[src/rtl/temp_sensor_filter.sv]
// Two-channel sliding-window temperature filter with a hysteretic outside-warmer flag.
// Optional range check / sticky sensor fault is built when TEMP_RANGE_CHECK_EN is defined.
module temp_sensor_filter #(
  parameter int LOG2_N    = 2,
  parameter int HYST      = 1,
  parameter int TEMP_MIN  = -40,
  parameter int TEMP_MAX  = 125,
  parameter int FAULT_CNT = 4
) (
  input  logic              clk,
  input  logic              rst_n,
  input  logic              sample_valid,
  input  logic signed [7:0] gh_sample,
  input  logic signed [7:0] out_sample,
  output logic signed [7:0] greenhouse_temp,
  output logic              temp_g_greenhouse_temp,
  output logic              temp_valid,
  output logic              sensor_fault
);

  localparam int N  = 1 << LOG2_N;
  localparam int SW = 8 + LOG2_N;
  localparam int PW = (LOG2_N > 0) ? LOG2_N : 1;

  typedef enum logic {StEmpty, StRun} state_e;

  state_e                 state_q, state_d;
  logic signed [7:0]      gh_buf_q  [N];
  logic signed [7:0]      out_buf_q [N];
  logic signed [SW-1:0]   gh_sum_q, gh_sum_d;
  logic signed [SW-1:0]   out_sum_q, out_sum_d;
  logic [PW-1:0]          ptr_q, ptr_d;
  logic                   upd_q;
  logic signed [7:0]      gh_temp_q;
  logic                   flag_q, flag_d;
  logic                   valid_q;
  logic                   accept;
  logic signed [7:0]      gh_avg, out_avg;
  logic signed [9:0]      gh10, out10, hyst10;

`ifdef TEMP_RANGE_CHECK_EN
  localparam int CW = $clog2(FAULT_CNT + 1);

  logic          in_range;
  logic [CW-1:0] rej_cnt_q, rej_cnt_d;
  logic          fault_q;

  assign in_range = (32'(gh_sample) >= TEMP_MIN) && (32'(gh_sample) <= TEMP_MAX) &&
                    (32'(out_sample) >= TEMP_MIN) && (32'(out_sample) <= TEMP_MAX);
  assign accept   = sample_valid & in_range;

  // Saturating count of consecutive rejected strobes.
  always_comb begin
    rej_cnt_d = rej_cnt_q;
    if (accept) begin
      rej_cnt_d = '0;
    end else if (sample_valid && (rej_cnt_q != CW'(FAULT_CNT))) begin
      rej_cnt_d = rej_cnt_q + CW'(1);
    end
  end

  always_ff @(posedge clk or negedge rst_n) begin
    if (!rst_n) begin
      rej_cnt_q <= '0;
      fault_q   <= 1'b0;
    end else begin
      rej_cnt_q <= rej_cnt_d;
      fault_q   <= fault_q | (rej_cnt_q == CW'(FAULT_CNT));
    end
  end

  assign sensor_fault = fault_q;
`else
  logic unused_cfg;

  assign accept       = sample_valid;
  assign sensor_fault = 1'b0;
  assign unused_cfg   = ^{32'(TEMP_MIN), 32'(TEMP_MAX), 32'(FAULT_CNT)};
`endif

  // Stage 1: window state update on an accepted strobe.
  always_comb begin
    state_d   = state_q;
    gh_sum_d  = gh_sum_q;
    out_sum_d = out_sum_q;
    ptr_d     = ptr_q;
    if (accept) begin
      unique case (state_q)
        StEmpty: begin
          gh_sum_d  = SW'(gh_sample) <<< LOG2_N;
          out_sum_d = SW'(out_sample) <<< LOG2_N;
          ptr_d     = '0;
          state_d   = StRun;
        end
        StRun: begin
          gh_sum_d  = gh_sum_q - SW'(gh_buf_q[ptr_q]) + SW'(gh_sample);
          out_sum_d = out_sum_q - SW'(out_buf_q[ptr_q]) + SW'(out_sample);
          ptr_d     = (ptr_q == PW'(N - 1)) ? '0 : ptr_q + PW'(1);
        end
        default: state_d = StEmpty;
      endcase
    end
  end

  always_ff @(posedge clk or negedge rst_n) begin
    if (!rst_n) begin
      state_q   <= StEmpty;
      gh_sum_q  <= '0;
      out_sum_q <= '0;
      ptr_q     <= '0;
      upd_q     <= 1'b0;
      for (int i = 0; i < N; i++) begin
        gh_buf_q[i]  <= '0;
        out_buf_q[i] <= '0;
      end
    end else begin
      state_q   <= state_d;
      gh_sum_q  <= gh_sum_d;
      out_sum_q <= out_sum_d;
      ptr_q     <= ptr_d;
      upd_q     <= accept;
      if (accept) begin
        if (state_q == StEmpty) begin
          for (int i = 0; i < N; i++) begin
            gh_buf_q[i]  <= gh_sample;
            out_buf_q[i] <= out_sample;
          end
        end else begin
          gh_buf_q[ptr_q]  <= gh_sample;
          out_buf_q[ptr_q] <= out_sample;
        end
      end
    end
  end

  // Stage 2: averages and hysteretic compare on the freshly updated sums.
  always_comb begin
    gh_avg  = 8'(gh_sum_q >>> LOG2_N);
    out_avg = 8'(out_sum_q >>> LOG2_N);
    gh10    = 10'(gh_avg);
    out10   = 10'(out_avg);
    hyst10  = 10'(HYST);
    flag_d  = flag_q;
    if (flag_q) begin
      if (out10 < gh10 - hyst10) flag_d = 1'b0;
    end else begin
      if (out10 > gh10 + hyst10) flag_d = 1'b1;
    end
  end

  always_ff @(posedge clk or negedge rst_n) begin
    if (!rst_n) begin
      gh_temp_q <= '0;
      flag_q    <= 1'b0;
      valid_q   <= 1'b0;
    end else if (upd_q) begin
      gh_temp_q <= gh_avg;
      flag_q    <= flag_d;
      valid_q   <= 1'b1;
    end
  end

  assign greenhouse_temp        = gh_temp_q;
  assign temp_g_greenhouse_temp = flag_q;
  assign temp_valid             = valid_q;

endmodule
[config.mk]
export PLATFORM = sky130hd
export DESIGN_NAME = temp_sensor_filter
export DESIGN_NICKNAME = d
export VERILOG_FILES = /design/src/rtl/temp_sensor_filter.sv
export SDC_FILE = /design/constraint.sdc
export NUM_CORES = 1
export LEC_CHECK = 0
export CORE_ASPECT_RATIO = 0.75
export CORE_MARGIN = 5
export CORE_UTILIZATION = 46
export CTS_CLUSTER_SIZE = 28
export DETAILED_ROUTE_END_ITERATION = 6
export PLACE_DENSITY = 0.71
export SYNTH_ARGS = -nofsm -noshare
export SYNTH_HDL_FRONTEND = slang
export SYNTH_SLANG_ARGS = --single-unit
[constraint.sdc]
create_clock -name clk -period 10.9 [get_ports clk]
set_clock_uncertainty 0.1 [all_clocks]
set_input_delay 2.18 -clock clk [delete_from_list [all_inputs] [get_ports clk]]
set_output_delay 2.18 -clock clk [all_outputs]
set_load 0.02 [all_outputs]
## Word-level counts from Yosys, hierarchy flattened

Cells that the tools add are included.
W data, S select, Z words.

| operators by class | value |
|---|---|
| add/subtract/negate cells | 7 |
| magnitude comparators | 4 |
| equal/unequal tests | 1 |
| muxes and demuxes | 19 |
| bitwise gates (word level) | 2 |
| reduce and logical (&&, ||, !) cells | 1 |

Operators with widths:

| operator | number |
|---|---|
| $bwmux W32 | 2 |
| $mux W32 | 2 |
| $mux W8 | 5 |
| $pmux W10 S2 | 2 |
| $bmux W8 S2 | 2 |
| $add A10 B8 Y10 | 2 |
| $sub A10 B8 Y10 | 2 |
| $demux W8 S2 | 1 |
| $add A8 B2 Y9 const B | 1 |
| $gt A8 B9 Y1 | 1 |
| $lt A8 B9 Y1 | 1 |
| $sub A8 B2 Y9 const B | 1 |
| $pmux W2 S2 | 1 |
| $ge A3 B3 Y1 const B | 1 |
| $lt A3 B1 Y1 const B | 1 |
| $mux W1 | 3 |
| $not A2 Y3 | 1 |
| $add A2 B1 Y2 const B | 1 |
| $eq A2 B2 Y1 const B | 1 |
| $mux W2 | 1 |
| $logic_and A1 B1 Y1 | 1 |
| $not A1 Y1 | 1 |

| storage, ports and cells | value |
|---|---|
| flip-flop bits (word level) | 98 |
| input bits | 19 |
| output and inout bits | 11 |
| logic and storage cells | 50 |

## Longest topological paths before layout

| depth | value |
|---|---|
| depth in word-level cells | 7 |
| mapped depth | 13 |
| mapped depth without buffers | 12 |

## Worst setup path before layout

Ideal clock, no wire load.

| timing | value |
|---|---|
| path kind | input to register |
| from | input port gh_sample[1] |
| to | register gh_sum_q[8] |
| arrival time | 4123 ps |
| required time | 10659 ps |
| path slack | 6536 ps |
| stages on the path | 10 |
| path buffers | 0 |
| path through | inv_1 > fa_1 > inv_1 > fa_1 > a21oi_1 > nor2b_1 > a311oi_2 > o21ai_1 > xnor2_1 > o221ai_1 |

| between the ends | value |
|---|---|
| cells in the longest elaborated chain, start to end | 2 |

RTL lines:

| what | line | RTL |
|---|---|---|
| start, declared | 13 | `input logic signed [7:0] gh_sample,` |
| $add A10 B8 Y10 | 96 | `gh_sum_d = gh_sum_q - SW'(gh_buf_q[ptr_q]) + SW'(gh_sample);` |
| $pmux W10 S2 | 88 | `unique case (state_q)` |
| end signal, assigned | 118 | `gh_sum_q <= gh_sum_d;` |
| end, declared | 30 | `logic signed [SW-1:0] gh_sum_q, gh_sum_d;` |

Every way passes these cells.
A chain may end at the register's enable or synchronous reset.

## Worst setup path after layout

Same ends and word-level chain as after synthesis.

==> impl_metrics.tcl <==
set metrics [dict create \
    clk_pin_slew_ns 0.06 \
    drt-met1-wl_um 6243 \
    die_area_um2 15500 \
    vias_per_cell 5.419 \
    timing.max_cap.violations 0 \
    synth_most_common_cell "dfrtp_1" \
    start_util 0.4656 \
    fmax_mhz 211.0 \
    post_cts.repair.setup_buffers 0 \
    slowest_stage "fa_1" \
    place_congestion 0.9003 \
    antenna_found_initial 0 \
    path_delay_family "adder cells" \
    detail-route-antenna-nets 0 \
    crit_buf_inv 3 \
    io_pins 30 \
    synth_cells 608 \
    holdCritPathClass "flop to flop" \
    core_um2 12930 \
    post-route-min-period_ns 4.740 \
    n_antenna_cell 0 \
    crit_fanout 5 \
    rows 36 \
    synth_common_cells "dfrtp_1 (98), inv_1 (74), nand2_1 (74)" \
    relSlewSlack 0.2738 \
    drtIter0Drc 245 \
    async_flop_share 1.000 \
    io_buffers 28 \
    cp_cell_sequence "clkdlybuf4s50_1, inv_1, fa_1, inv_1, fa_1, a21oi_1, nor2b_1, a311oi_2, o21ai_1, xnor2_1, o221ai_1" \
    cts_buffer_depth 2 \
    grt_overflow 0 \
    synth_edf_count 0 \
    setup.worst_path.end_class "flop" \
    wl_per_cell_um 16.57 \
    grt_pass1_vias 4593 \
    htree_levels 3 \
    startpoint_type "primary input" \
    yosysTopAreaCell "dfrtp_1" \
    synth.distinct_cells 46 \
    cts_made_buffers 9 \
    fin_util 0.5204 \
    cts_tree "built" \
    avgSynthCellArea_um2 9.901 \
    seq_area_frac_synth 0.4074 \
    top_layer "met4" \
    ctsResizeCount 0 \
    synth_area_leaders "dfrtp_1 (41%), ha_1 (9.4%), o21ai_0 (6.1%)" \
    final-hold-violation-count 0 \
    areaGrowthSynthToFinish_pct 11.76 \
    dr_wl_met3_um 507 \
    wirelength_um 13240 \
    worst_pin_slew_ns 1.089 \
    synth_area_um2 6020 \
    slowest_delay_ns 0.54 \
    synth_flop_cell "dfrtp_1" \
    cp_data_arrival_time_ns 4.84 \
    status "completed" \
    cts_num_sinks 98 \
    hold_buffers 0 \
    slew_violations 0 \
    syn_nets 690 \
    insertion_delay_ns 0.34 \
    post-dp-hpwl_um 10010 \
    root_buffer "clkbuf_16" \
    die_height_um 109.1 \
    layout.nets 708 \
    fin_crit_sh 0.4349 \
    fin_tns_setup_ns 0 \
    grt_pass1_wl_um 22630 \
    grt_start_max_net_pins 79 \
    die-width_um 142.1 \
    synth.top_cell.area_share 0.4074 \
    drive_above_1_share 0.1003 \
    setup_viol 0 \
    drc 0 \
    wl_met2_um 6192 \
    ys_seq_elements 98 \
    num_vias 4330 \
    worstPathRequired_ns 11.00 \
    worstSetupPathType "primary input to flop" \
    rsz0062_at_grt "no" \
    fillCellCount 1120 \
    dr.pass1.iters 4 \
    grt_usage 0.1860 \
    yosysWarnings 0 \
]
-- sequential cells by signal, indices dropped and copies added (netlist names) --
signal and flops:
gh_buf_q 32, out_buf_q 32, gh_sum_q 10, out_sum_q 10, greenhouse_temp 8, ptr_q 2
state_q 1, temp_g_greenhouse_temp 1, temp_valid 1, upd_q 1
-- final cells by class --
class	instances	area, um^2	area share
well taps	171	214.0	0.03180
inverters	76	285.3	0.04240
flip-flops and latches	98	2452	0.3645
repair buffers	35	330.3	0.04910
clock buffers	10	229.0	0.03403
clock inverters	3	43.79	0.006509
multi-input cells	406	3173	0.4716
-- routing by layer --
layer,GRT usage,vias to the layer above
li1,-,2087
met1,0.2461,2134
met2,0.3101,82
met3,0.03595,27
met4,0.06096,0
met5,0,-
-- worst paths after layout --
kind / startpoint / to / slack [ns] / cells past startpoint
min reg2reg: temp_valid$_DFFE_PN0P_ / temp_valid$_DFFE_PN0P_ / 0.37 / 1
max reg2reg: ptr_q[0]$_DFFE_PN0P_ / gh_sum_q[8]$_DFFE_PN0P_ / 6.90 / 11
max: gh_sample[1] / gh_sum_q[8]$_DFFE_PN0P_ / 6.16 / 11
max in group asynchronous: rst_n / gh_sum_q[6]$_DFFE_PN0P_ / 7.83 / 2
min: temp_valid$_DFFE_PN0P_ / temp_valid$_DFFE_PN0P_ / 0.37 / 1
min in group asynchronous: rst_n / out_buf_q[20]$_DFFE_PN0P_ / 1.61 / 1
-- logic make-up (layout without fill, tap and decap cells) --
family | Yosys count | count (layout) | share of synthesized area
adder cells (fa/ha/maj) | 63 | 63 | 0.1534
flip-flops | 98 | 98 | 0.4074
other | 1 | 1 | 0.0006230
XOR/XNOR | 27 | 27 | 0.03929
AND/OR/NAND/NOR | 146 | 146 | 0.1060
buffers and inverters | 104 | 124 | 0.06797
AO/OA/AOI/OAI | 131 | 131 | 0.1255
multiplexers | 38 | 38 | 0.09977
-- metrics by stage --
stage	cell area [um^2]	std cells	setup WS [ns]	hold WS [ns]
after CTS	6728	799	6.181	0.3721
after global routing	6728	799	6.075	0.3942
after global placement	6455	786	5.916	0.3489
after detailed placement	6455	786	5.822	0.3552
after floorplan	6020	608	6.536	0.3446
final	6728	799	6.160	0.3655
-- cells in the final DEF (no fill, tap or decap), types with 5 or more instances in the layout --
cell type / instances
dfrtp_1: 98
inv_1: 74
nand2_1: 74
o21ai_0: 73
ha_1: 45
nor2_1: 30
clkdlybuf4s50_1: 27
xnor2_1: 24
a21oi_1: 23
fa_1: 18
mux4_2: 16
mux2_2: 15
nand3_1: 10
clkbuf_16: 9
nand4_1: 8
a21o_1: 8
buf_4: 8
nor2b_1: 7
mux2i_1: 6
nor3_1: 5
-- worst reg2reg max path, stage by stage, from the launching register on --
cell and delay, ns:
dfrtp_1 0.79, buf_4 0.37, mux4_2 0.55, fa_1 0.49, inv_1 0.07, fa_1 0.45
a21oi_1 0.19, nor2b_1 0.09, a311oi_2 0.33, o21ai_1 0.13, xnor2_1 0.18, o221ai_1 0.12
Power is not shown: default switching activity piles up to over one toggle a cycle in this logic, so the estimate is an artifact.
